--- src/rtl/dca_serial_rx_if.sv ---
`default_nettype none
// ============================================================================
// Module  : dca_serial_rx_if
// Brief   : DAC link pins plus recovered channel words, strobes and frame error.
// Revision: 1.0  initial release
// ============================================================================
interface dca_serial_rx_if;
  logic       sclk;
  logic       load_shift;
  logic       di;
  logic [7:0] ch1_out;
  logic [7:0] ch2_out;
  logic       ch1_stb;
  logic       ch2_stb;
  logic       frame_err;

  // master: the serializer side that drives the link and observes the words
  modport master (
    output sclk, load_shift, di,
    input  ch1_out, ch2_out, ch1_stb, ch2_stb, frame_err
  );

  // slave: the receiver
  modport slave (
    input  sclk, load_shift, di,
    output ch1_out, ch2_out, ch1_stb, ch2_stb, frame_err
  );
endinterface
`default_nettype wire

--- src/rtl/dca_serial_rx.sv ---
`default_nettype none
// ============================================================================
// Module  : dca_serial_rx
// Brief   : Oversampling receiver for the two-channel DAC link; 16-bit frames
//           (address byte, data byte) become registered words with strobes.
// Revision: 1.0  initial release
// ============================================================================
module dca_serial_rx #(
  parameter int SYNC_STAGES = 2   // must be 2 or more
) (
  input  wire logic        SYSCLK,
  input  wire logic        RESET_n,
  dca_serial_rx_if.slave   link
);

  typedef enum logic [1:0] {
    ST_IDLE  = 2'd0,
    ST_SHIFT = 2'd1,
    ST_CHECK = 2'd2
  } state_t;

  localparam logic [4:0] CNT_FULL = 5'd16;
  localparam logic [4:0] CNT_SAT  = 5'd17;
  localparam logic [7:0] ADDR_CH1 = 8'h00;
  localparam logic [7:0] ADDR_CH2 = 8'h01;

  logic [SYNC_STAGES-1:0] sclk_sync_q;
  logic [SYNC_STAGES-1:0] ls_sync_q;
  logic [SYNC_STAGES-1:0] di_sync_q;
  logic                   sclk_dly_q;
  logic                   ls_dly_q;
  logic [SYNC_STAGES:0]   vld_q;

  state_t      state_q, state_d;
  logic [15:0] shift_q, shift_d;
  logic [4:0]  cnt_q,   cnt_d;
  logic [7:0]  ch1_q,   ch1_d;
  logic [7:0]  ch2_q,   ch2_d;
  logic        stb1_q,  stb1_d;
  logic        stb2_q,  stb2_d;
  logic        err_q,   err_d;

  logic sclk_s, ls_s, di_s;
  logic sclk_rise, ls_rise, ls_fall, bit_acc, link_ok;

  always_ff @(posedge SYSCLK or negedge RESET_n) begin
    if (!RESET_n) begin
      sclk_sync_q <= '0;
      ls_sync_q   <= '1;
      di_sync_q   <= '1;
      sclk_dly_q  <= 1'b0;
      ls_dly_q    <= 1'b1;
      vld_q       <= '0;
    end else begin
      sclk_sync_q <= {sclk_sync_q[SYNC_STAGES-2:0], link.sclk};
      ls_sync_q   <= {ls_sync_q[SYNC_STAGES-2:0],   link.load_shift};
      di_sync_q   <= {di_sync_q[SYNC_STAGES-2:0],   link.di};
      sclk_dly_q  <= sclk_s;
      ls_dly_q    <= ls_s;
      vld_q       <= {vld_q[SYNC_STAGES-1:0], 1'b1};
    end
  end

  assign sclk_s = sclk_sync_q[SYNC_STAGES-1];
  assign ls_s   = ls_sync_q[SYNC_STAGES-1];
  assign di_s   = di_sync_q[SYNC_STAGES-1];

  // The synchronizers reset to the idle-high LOAD_SHIFT level, so a pin held
  // low across reset release would look like a fresh falling edge. Edges are
  // only trusted once the delayed copy holds a genuine post-reset sample.
  assign link_ok   = vld_q[SYNC_STAGES];
  assign sclk_rise = sclk_s & ~sclk_dly_q;
  assign ls_rise   = ls_s & ~ls_dly_q;
  assign ls_fall   = link_ok & ls_dly_q & ~ls_s;
  assign bit_acc   = sclk_rise & ~ls_dly_q;

  always_ff @(posedge SYSCLK or negedge RESET_n) begin
    if (!RESET_n) begin
      state_q <= ST_IDLE;
      shift_q <= '0;
      cnt_q   <= '0;
      ch1_q   <= '0;
      ch2_q   <= '0;
      stb1_q  <= 1'b0;
      stb2_q  <= 1'b0;
      err_q   <= 1'b0;
    end else begin
      state_q <= state_d;
      shift_q <= shift_d;
      cnt_q   <= cnt_d;
      ch1_q   <= ch1_d;
      ch2_q   <= ch2_d;
      stb1_q  <= stb1_d;
      stb2_q  <= stb2_d;
      err_q   <= err_d;
    end
  end

  always_comb begin
    state_d = state_q;
    shift_d = shift_q;
    cnt_d   = cnt_q;
    ch1_d   = ch1_q;
    ch2_d   = ch2_q;
    stb1_d  = 1'b0;
    stb2_d  = 1'b0;
    err_d   = 1'b0;

    case (state_q)
      ST_IDLE: begin
        cnt_d = '0;
        if (ls_fall) state_d = ST_SHIFT;
      end

      ST_SHIFT: begin
        // A bit arriving with the closing edge is still part of this frame.
        if (bit_acc) begin
          shift_d = {shift_q[14:0], di_s};
          cnt_d   = (cnt_q == CNT_SAT) ? CNT_SAT : cnt_q + 5'd1;
        end
        if (ls_rise) state_d = ST_CHECK;
      end

      ST_CHECK: begin
        cnt_d = '0;
        if (cnt_q == CNT_FULL && shift_q[15:8] == ADDR_CH1) begin
          ch1_d  = shift_q[7:0];
          stb1_d = 1'b1;
        end else if (cnt_q == CNT_FULL && shift_q[15:8] == ADDR_CH2) begin
          ch2_d  = shift_q[7:0];
          stb2_d = 1'b1;
        end else begin
          err_d = 1'b1;
        end
        state_d = ls_fall ? ST_SHIFT : ST_IDLE;
      end

      default: state_d = ST_IDLE;
    endcase
  end

  assign link.ch1_out   = ch1_q;
  assign link.ch2_out   = ch2_q;
  assign link.ch1_stb   = stb1_q;
  assign link.ch2_stb   = stb2_q;
  assign link.frame_err = err_q;

endmodule
`default_nettype wire

--- src/flat_wrapper.sv ---
// flat-port wrapper written by rule: the top's interface ports become plain ports
module dca_serial_rx_flat 
#(
  parameter int SYNC_STAGES = 2                       
)
  (SYSCLK, RESET_n, link_sclk, link_load_shift, link_di, link_ch1_out, link_ch2_out, link_ch1_stb, link_ch2_stb, link_frame_err);
  dca_serial_rx_if link_i ();
  input  wire logic SYSCLK;
  input  wire logic RESET_n;
  input wire logic [$bits(link_i.sclk)-1:0] link_sclk;
  input wire logic [$bits(link_i.load_shift)-1:0] link_load_shift;
  input wire logic [$bits(link_i.di)-1:0] link_di;
  output wire logic [$bits(link_i.ch1_out)-1:0] link_ch1_out;
  output wire logic [$bits(link_i.ch2_out)-1:0] link_ch2_out;
  output wire logic [$bits(link_i.ch1_stb)-1:0] link_ch1_stb;
  output wire logic [$bits(link_i.ch2_stb)-1:0] link_ch2_stb;
  output wire logic [$bits(link_i.frame_err)-1:0] link_frame_err;
  assign link_i.sclk = link_sclk;
  assign link_i.load_shift = link_load_shift;
  assign link_i.di = link_di;
  assign link_ch1_out = link_i.ch1_out;
  assign link_ch2_out = link_i.ch2_out;
  assign link_ch1_stb = link_i.ch1_stb;
  assign link_ch2_stb = link_i.ch2_stb;
  assign link_frame_err = link_i.frame_err;
  dca_serial_rx #(.SYNC_STAGES(SYNC_STAGES)) u_core (.SYSCLK(SYSCLK), .RESET_n(RESET_n), .link(link_i));
endmodule
--- config.mk ---
export PLATFORM = sky130hd
export DESIGN_NAME = dca_serial_rx_flat
export DESIGN_NICKNAME = d
export VERILOG_FILES = /design/src/rtl/dca_serial_rx_if.sv /design/src/rtl/dca_serial_rx.sv /design/src/flat_wrapper.sv
export SDC_FILE = /design/constraint.sdc
export NUM_CORES = 1
export LEC_CHECK = 0
export ABC_AREA = 1
export BUFFER_PORTS_ARGS = -buffer_cell sky130_fd_sc_hd__buf_4
export CORE_ASPECT_RATIO = 1.1
export CORE_MARGIN = 1
export CORE_UTILIZATION = 55
export CTS_CLUSTER_DIAMETER = 40
export CTS_CLUSTER_SIZE = 8
export DETAILED_ROUTE_END_ITERATION = 7
export GPL_ROUTABILITY_DRIVEN = 0
export GPL_TIMING_DRIVEN = 0
export HOLD_SLACK_MARGIN = 0.08
export PLACE_DENSITY_LB_ADDON = 0.1
export SLEW_MARGIN = 20
export SYNTH_ARGS = -nofsm -noshare
export SYNTH_HDL_FRONTEND = slang
export SYNTH_SLANG_ARGS = --single-unit
--- constraint.sdc ---
create_clock -name SYSCLK -period 2.2 [get_ports SYSCLK]
set_clock_uncertainty 0.2 [all_clocks]
set_input_delay 0.22 -clock SYSCLK [delete_from_list [all_inputs] [get_ports SYSCLK]]
set_output_delay 0.22 -clock SYSCLK [all_outputs]
set_load 0.005 [all_outputs]
; Word level (Yosys, flattened, before mapping)
; Index checks and enable logic that the tools add are counted.
[op_classes]
n_bitwise = 9
mux = 15
n_addsub = 1
eq_ne = 8
n_reduce_logical = 11
[ops]
columns = cell, n
row1 = 5-bit equality test (second input constant), 2
row2 = 5-bit two-way mux, 2
row3 = 5-bit one-hot mux with 2 select lines, 1
row4 = 1-bit two-way mux, 9
row5 = 8-bit by 1-bit equality test with 1-bit output (second input constant), 1
row6 = 8-bit zero test, 1
row7 = 2-bit AND reduction, 4
row8 = 2-bit by 1-bit inequality test with 1-bit output (second input constant), 3
row9 = 2-bit one-hot mux with 3 select lines, 1
row10 = 5-bit by 1-bit adder with 5-bit output (second input constant), 1
row11 = 1-bit bitwise AND, 5
row12 = 2-bit two-way mux, 2
row13 = 1-bit NOT, 4
row14 = 3-bit AND reduction, 1
row15 = 2-bit by 1-bit equality test with 1-bit output (second input constant), 1
row16 = 2-bit equality test (second input constant), 1
row17 = 1-bit logical AND, 2
row18 = 2-bit zero test, 1
row19 = 2-bit nonzero test, 1
row20 = 2-bit OR reduction, 1
[totals]
in_bits = 5
register_bits = 53
output_inout_bits = 19

; Longest topological paths before layout
; Gate-level depths: netlist of run 1.
[depth]
depth_word = 5
depth_mapped = 8
ltp_nobuf = 8

; Worst setup path after synthesis of run 1
; OpenSTA, ideal clock, no wires.
[synth_path]
path_type = register -> register
from = reg u_core.cnt_q[0]
to = reg u_core.ch1_q[6] (netlist: u_core.link.ch1_out[6])
arrival_ps = 1192
path_buffers = 1
path_stages_with_launch = 9
required_time_ps = 1880
setup_ps = 120
slack_ps = 688
cell_sequence = dfrtp_1 > inv_1 > ha_1 > nand3_2 > inv_2 > nand2_2 > buf_6 > o21ai_1 > nand2_1
[synth_via]
elab_chain_len = 3
[synth_lines]
columns = element, line
row1 = from (decl), dca_serial_rx.sv:36  ; logic [4:0] cnt_q, cnt_d;
row2 = from (signal assigned), dca_serial_rx.sv:90  ; cnt_q <= cnt_d;
row3 = 5-bit equality test, dca_serial_rx.sv:126  ; if (cnt_q == CNT_FULL && shift_q[15:8] == ADDR_CH1) begin
row4 = 1-bit logical AND, dca_serial_rx.sv:126
row5 = 2-bit AND reduction (no line), --
row6 = to (signal assigned), dca_serial_rx.sv:91  ; ch1_q <= ch1_d;
row7 = to (decl), dca_serial_rx.sv:37  ; logic [7:0] ch1_q, ch1_d;
; Every way passes these cells.
; A chain may end at the register's enable or synchronous reset.

; Final worst setup path of run 1
; Same ends and word-level chain as after synthesis.

==> metrics.csv, run 1 <==
metric,value,unit
drcViolationCount,0,
synth_fa_ha_area_frac,0.0177,
tightest_slew,0.647,ns
cts_sinks,53,
die_area,0.00412,mm²
period_share,0.773,
grt_pass1_wl,6440,µm
postCtsSetupBuffers,0,
start_util,0.577,
setup_violations,0,
die_h,67.2,µm
stdcell_count,302,
yosysWarnings,0,
cts_tree,yes,
synth-compound-area-share,0.0471,
antenna_found_initial,0,
rsz0062_at_grt,no,
place_inst,290,
synth_top_family_by_area,simple AND/OR/NAND/NOR gates,
nFillCells,320,
avgSynthCellArea,9.80,µm²
multi_input_area,701,µm²
fin_setup_tns,0,ns
status,completed,
nNetsFinal,259,
seq_area,0.00133,mm²
design.core.area,0.00368,mm²
p_seq_frac,0.556,
hp-class,register to register,
routed_wirelength,3720,µm
drv_cap,0,
setup.worst_path.start_class,register,
io_buffer_count,23,
power_density,747,mW/mm²
drt_iter0_drc,64,
ant_nets,0,
yosys.area_share.simple,0.251,
end_kind,register,
grt_pass1_vias,1496,
arrival,1.70,ns
postSynthCellCount,217,
finalHoldViolations,0,
fmax,0.588,GHz
final_max_slew_viol_count,0,
grt_max_degree,54,
period_needed,1.70,ns
p_sw_frac,0.211,
routedWlPerCell,12.3,µm
power_frac_clock,0.400,
io_pins,24,
ir_worst_vdd,0.602,mV
synthXorXnorAreaFrac,0.0124,
maxSlewHeadroom,0.569,
antenna_cells,0,
area_delta_synth_final,19.2,%
clock_latency,0.30,ns
ys_ff_latch,53,
hpwl,2520,µm
seq_area_frac_synth,0.627,
drive_above_1_share,0.218,
viasPerCell,5.01,
crit_type,register to register,
rows,23,
die_x,61.3,µm
synthesis.area,0.00213,mm²
combPwrFrac,0.045,
grt_usage,0.220,
htree_num_levels,2,
p_leak,1.34,nW
cp_max_fo,10,
vias,1512,
cts_buffer_depth,2,
drt_first_pass_iters,4,
synth_mux_area_frac,0,
clockRootBuffer,clkbuf_8,
power.switching,0.399,mW
numCtsBuffers,5,
clkTransAtPathRegs,0.09,ns
p_int,1.49,mW
synth.distinct_cells,24,
required,2.20,ns
syn-num-nets,225,
grt_overflow_total,0,
==> critical path: stages, from the launching register on <==
cell     delay (ns)
dfrtp_1        0.45
inv_1          0.09
ha_1           0.17
nand3_2        0.11
inv_2          0.09
nand2_2        0.14
buf_6          0.18
o21ai_1        0.11
nand2_1        0.06
==> power by group through the flow <==
stage / clock network (mW) / logic (mW) / registers [mW]
after floorplan: 0 / 0.0468 / 1.06
after global placement: 0 / 0.0792 / 1.07
after detailed placement: 0 / 0.0822 / 1.07
after CTS: 0.777 / 0.0877 / 1.05
after global routing: 0.804 / 0.0989 / 1.06
final: 0.756 / 0.0851 / 1.05
==> worst paths after layout <==
kind | slack [ns] | start | end | depth (start not counted)
min in group asynchronous | 0.28 | RESET_n | u_core.shift_q[11]$_DFFE_PN0P_ | 2
worst max register to register | 0.50 | u_core.cnt_q[0]$_DFFE_PN0P_ | u_core.link.ch1_out[6]$_DFFE_PN0P_ | 8
worst min-delay path | 0.15 | u_core.sclk_sync_q[0]$_DFF_PN0_ | u_core.sclk_sync_q[1]$_DFF_PN0_ | 0
worst min register to register | 0.15 | u_core.sclk_sync_q[0]$_DFF_PN0_ | u_core.sclk_sync_q[1]$_DFF_PN0_ | 0
max in group asynchronous | 1.09 | RESET_n | u_core.link.ch2_stb$_DFF_PN0_ | 2
worst max-delay path | 0.50 | u_core.cnt_q[0]$_DFFE_PN0P_ | u_core.link.ch1_out[6]$_DFFE_PN0P_ | 8
==> state kept, by name, indices dropped and copies added (netlist names) <==
signal and flops:
u_core.link.ch1_out 8, u_core.sclk_dly_q 1, u_core.ls_sync_q 2, u_core.vld_q 3, u_core.ls_dly_q 1, u_core.link.ch2_out 8, u_core.link.ch2_stb 1, u_core.sclk_sync_q 2
u_core.cnt_q 5, u_core.shift_q 16, u_core.link.frame_err 1, u_core.di_sync_q 2, u_core.state_q 2, u_core.link.ch1_stb 1
==> layer usage <==
metal  part of all wire  global-route usage
met1               0.46               0.286
met2               0.50               0.356
met3              0.035              0.0517
met4              0.012              0.0852
met5                  0                   0
==> repair_timing <==
action | 4_1_cts | 5_1_grt
resized for setup | 0 | 0
hold buffers | 4 | 0
endpoints found under the hold margin | 51 | 0
==> final cells by class <==
cell class | count | area share
sequential | 53 | 0.526
multi-input combinational | 144 | 0.276
clock buffer | 5 | 0.0271
tap | 50 | 0.0247
buffer | 5 | 0.0143
timing repair buffer | 27 | 0.0839
clock inverter | 3 | 0.0257
inverter | 15 | 0.0222
==> through the flow <==
step	cell area (µm²)	util	total power, mW	hold slack [ns]	setup slack (ns)
after global routing	2530	0.688	1.96	0.162	0.329
final	2530	0.688	1.89	0.154	0.498
after floorplan	2130	-	1.10	-0.276	0.688
after global placement	2360	0.641	1.15	0.0961	0.528
after CTS	2530	0.688	1.92	0.159	0.484
after detailed placement	2360	0.641	1.15	0.0936	0.509
==> synth_stat cells, drive strengths merged <==
library cell	instances	area (µm²)
nand2	81	307
dfrtp	48	1200
o21ai	20	100
inv	15	56.3
nor2	15	81.3
nand4	11	75.1
nand3	8	57.6
buf	5	36.3
dfstp	5	131
ha	3	37.5
xor2	3	26.3
and2	1	6.26
conb	1	3.75
nor4	1	6.26
==> cell usage in the layout (no fill, tap or decap), drive strengths merged <==
| cell type | netlist | routed |
|---|---|---|
| inv | 15 | 15 |
| buf | 5 | 28 |
| nor2 | 15 | 15 |
| o21ai | 20 | 20 |
| conb | 1 | 1 |
| nand4 | 11 | 11 |
| nand2 | 81 | 81 |
| clkbuf | 0 | 5 |
| and2 | 1 | 1 |
| clkinv | 0 | 1 |
| nand3 | 8 | 8 |
| xor2 | 3 | 3 |
| dlygate4sd3 | 0 | 4 |
| dfrtp | 48 | 48 |
| bufinv | 0 | 2 |
| nor4 | 1 | 1 |
| ha | 3 | 3 |
| dfstp | 5 | 5 |
==> cell families after synthesis <==
kind of cell               after synthesis
AOI/OAI and AO/OA                       20
xor gates and xnor gates                 3
adders and majority gates                3
buffers and inverters                   20
DFF                                     53
other                                    1
and+or+nand+nor                        117
Note: power is estimated with default switching activity, not from simulation.
==> run 2: changes to the inputs <==
--- a/config.mk
+++ b/config.mk
@@ -5,7 +5,7 @@
 export SDC_FILE = /design/constraint.sdc
 export NUM_CORES = 1
 export LEC_CHECK = 0
-export ABC_AREA = 1
+export ABC_AREA = 0
 export BUFFER_PORTS_ARGS = -buffer_cell sky130_fd_sc_hd__buf_4
 export CORE_ASPECT_RATIO = 1.1
 export CORE_MARGIN = 1
==> constraint.sdc (replaced) <==
create_clock -name SYSCLK -period 1.7 [get_ports SYSCLK]
set_clock_uncertainty 0.2 [all_clocks]
set_input_delay 0.17 -clock SYSCLK [delete_from_list [all_inputs] [get_ports SYSCLK]]
set_output_delay 0.17 -clock SYSCLK [all_outputs]
set_load 0.005 [all_outputs]
==> metrics.csv, run 2 <==
metric,value,unit,change
total_power,2.43,mW,+28%
avgSynthCellArea,16.0,µm²,+63%
arrival,1.89,ns,+0.19 ns
synth.most_common_cell,dfrtp_1,,
fmax,0.527,GHz,-10%
clockRootBuffer,clkbuf_8,,
power_density,849,mW/mm²,+14%
drive_above_1_share,0.584,,+0.366
grt_pass1_vias,1319,,-12%
clock_latency,0.30,ns,about the same
stdcell_count,240,,-21%
synth.distinct_cells,34,,+42%
ant_nets,0,,unchanged
power_frac_clock,0.361,,-0.039
antenna_found_initial,0,,unchanged
setup_violations,37,,+37
p_seq_frac,0.560,,+0.004
start_util,0.572,,-0.00499
cts_tree,yes,,
ys_async_sr_fraction,1.00,,unchanged
grt_pass1_wl,6480,µm,+0.65%
antenna_cells,0,,unchanged
clkTransAtPathRegs,0.09,ns,about the same
design.core.area,0.00363,mm²,-1.6%
nFillCells,216,,-33%
die_area,0.00402,mm²,-2.3%
path_buf_inv,2,,-1
period_share,1.12,,+0.343
rsz0062_at_grt,yes,,
fin_util,0.788,,+0.100
power.switching,0.528,mW,+32%
status,"complete, but fails checks",,
period_needed,1.90,ns,+0.196 ns
setup.worst_path.start_class,register,,
finalHoldViolations,0,,unchanged
min_to,u_core.vld_q[1]$_DFF_PN0_,,
die_x,60.6,µm,-1.2%
cts_buffer_depth,2,,unchanged
drt_first_pass_iters,4,,unchanged
yosys_most_used_dff,dfrtp_1,,
regMostFlops,u_core.shift_q,,
synth-edff-count,0,,unchanged
p_int,1.90,mW,+27%
end_kind,register,,
rows,23,,unchanged
syn-num-nets,138,,-39%
synth.top_cells.by_count,"48 x dfrtp_1, 25 x mux2_2, 7 x mux2_4",,
io_pins,24,,unchanged
seq_area_frac_synth,0.642,,+0.0155
grt_usage,0.228,,+0.00783
place_inst,203,,-30%
critPathTopFamily,simple AND/OR/NAND/NOR gates,,
numCtsBuffers,5,,unchanged
ys_ff_latch,53,,unchanged
holdPathStages,0,,unchanged
routed_wirelength,4020,µm,+7.9%
crit_type,register to register,,
layout_commonest_cell,dfrtp_1,,
drcViolationCount,0,,unchanged
whs,0.156,ns,+0.00255 ns
drt_iter0_drc,28,,-56%
required,1.70,ns,-0.50 ns
htree_num_levels,2,,unchanged
ir_worst_vdd,0.893,mV,+48%
hp-class,register to register,,
p_sw_frac,0.218,,+0.00697
r2r_cells,5,,-3
hpwl,2220,µm,-12%
maxSlewHeadroom,0.568,,-0.00125
cts_sinks,53,,unchanged
critPathSlowestCell,or3b_4,,
violations,setup timing,,
final_area,0.00286,mm²,+13%
path_cells,or3b_4 > or2_1 > buf_6 > clkbuf_16 > mux2_4,,
viasPerCell,5.42,,+8.2%
postSynthCellCount,130,,-40%
grt_overflow_total,0,,unchanged
rr_startpoint,u_core.sclk_sync_q[1]$_DFF_PN0_,,
synthesis.area,0.00207,mm²,-2.4%
die_h,66.4,µm,-1.2%
synthTopCellsByArea,"dfrtp_1 58%, mux2_2 14%, dfstp_2 6.3%",,
cp_max_fo,6,,-4
yosysWarnings,0,,unchanged
combPwrFrac,0.079,,+0.034
area_delta_synth_final,37.8,%,
p_leak,1.43,nW,+6.6%
synth_top_cell_area_share,0.579,,+0.0140
drv_cap,0,,unchanged
placed_area,0.00238,mm²,+0.74%
fin_setup_tns,-5.01,ns,-5.01 ns
pre_cts_ws,-0.247,ns,-0.756 ns
synth.largest_area_cell,dfrtp_1,,
vias,1300,,-14%
largest_reg_flops,16,,unchanged
worst_slack,-0.198,ns,-0.696 ns
rrSetupSlack,-0.20,ns,-0.70 ns
worstHoldStart,u_core.vld_q[0]$_DFF_PN0_,,
grt_max_degree,54,,unchanged
tightest_slew,0.640,ns,-0.00714 ns
final_cell_mix,"48 x dfrtp_1, 41 x buf_4, 22 x mux2_2",,
nNetsFinal,197,,-24%
final_max_slew_viol_count,0,,unchanged
cp_slowest_stage_delay,0.39,ns,-0.06 ns
io_buffer_count,23,,unchanged
routedWlPerCell,16.7,µm,+36%
rr_endpoint,u_core.shift_q[9]$_DFFE_PN0P_,,
run 2: changes by cell type in the layout (fill, tap and decap cells not counted), moves of 3 or more:
cell / previous run / this run
nor2_2: 4 / 0
nand3_1: 6 / 1
nand2_1: 80 / 3
mux2_4: 0 / 10
mux2_2: 0 / 22
buf_4: 25 / 41
o21ai_0: 19 / 1
inv_1: 11 / 2
nand4_1: 10 / 1
nor2_1: 9 / 0
buf_6: 1 / 4
nand4_4: 0 / 4
run 2: logic make-up after synthesis:
logic type | share of synthesized area
AOI/OAI and AO/OA | 0.0241
adders and majority gates | 0.0181
other | 0.00181
and+or+nand+nor | 0.0941
xor gates and xnor gates | 0.00422
buffers and inverters | 0.0241
muxes | 0.191
DFF | 0.642
run 2: metal layers:
layer,routed length [µm],vias to the layer above,GRT usage,part of all wire
met4,87,0,0.0909,0.022
met2,2040,34,0.363,0.51
li1,-,585,-,-
met3,161,11,0.0626,0.040
met1,1740,670,0.293,0.43
met5,0,-,0,0
run 2: how the worst max path moves through the flow:
stage	end	depth (start not counted)	from
global route	u_core.shift_q[9]$_DFFE_PN0P_	5	u_core.sclk_sync_q[1]$_DFF_PN0_
CTS	u_core.shift_q[13]$_DFFE_PN0P_	5	u_core.sclk_dly_q$_DFF_PN0_
floorplan	u_core.shift_q[10]$_DFFE_PN0P_	5	u_core.ls_dly_q$_DFF_PN1_
detailed placement	u_core.link.ch2_out[4]$_DFFE_PN0P_	5	u_core.cnt_q[0]$_DFFE_PN0P_
global placement	u_core.shift_q[9]$_DFFE_PN0P_	5	u_core.ls_dly_q$_DFF_PN1_
finish	u_core.shift_q[9]$_DFFE_PN0P_	5	u_core.sclk_sync_q[1]$_DFF_PN0_
run 2: area by class of cell:
type                            count  area [µm²]  share of cell area
Clock inverter                      2        37.5              0.0131
Clock buffer                        6        82.6              0.0289
Sequential cell                    53        1330               0.466
Inverter                            4        15.0             0.00525
Timing Repair Buffer               50         427               0.149
Multi-Input combinational cell     72         857               0.300
Buffer                              3        45.0              0.0158
Tap cell                           50        62.6              0.0219
run 2: repair_timing:
item                                   CTS  global route
setup endpoints to repair               36            37
gates resized for setup                 16             4
endpoints found under the hold margin   51             0
cloned                                   2             1
setup buffers                           19             3
hold buffers                             4             0
pin swaps                               10            10
run 2: power by group through the flow:
stage	clock network, mW	logic (mW)	registers, mW
3_5_place_dp	0	0.128	1.38
6_report	0.875	0.193	1.36
4_1_cts	0.892	0.180	1.36
5_1_grt	0.946	0.209	1.37
2_1_floorplan	0	0.0808	1.37
3_3_place_gp	0	0.122	1.38
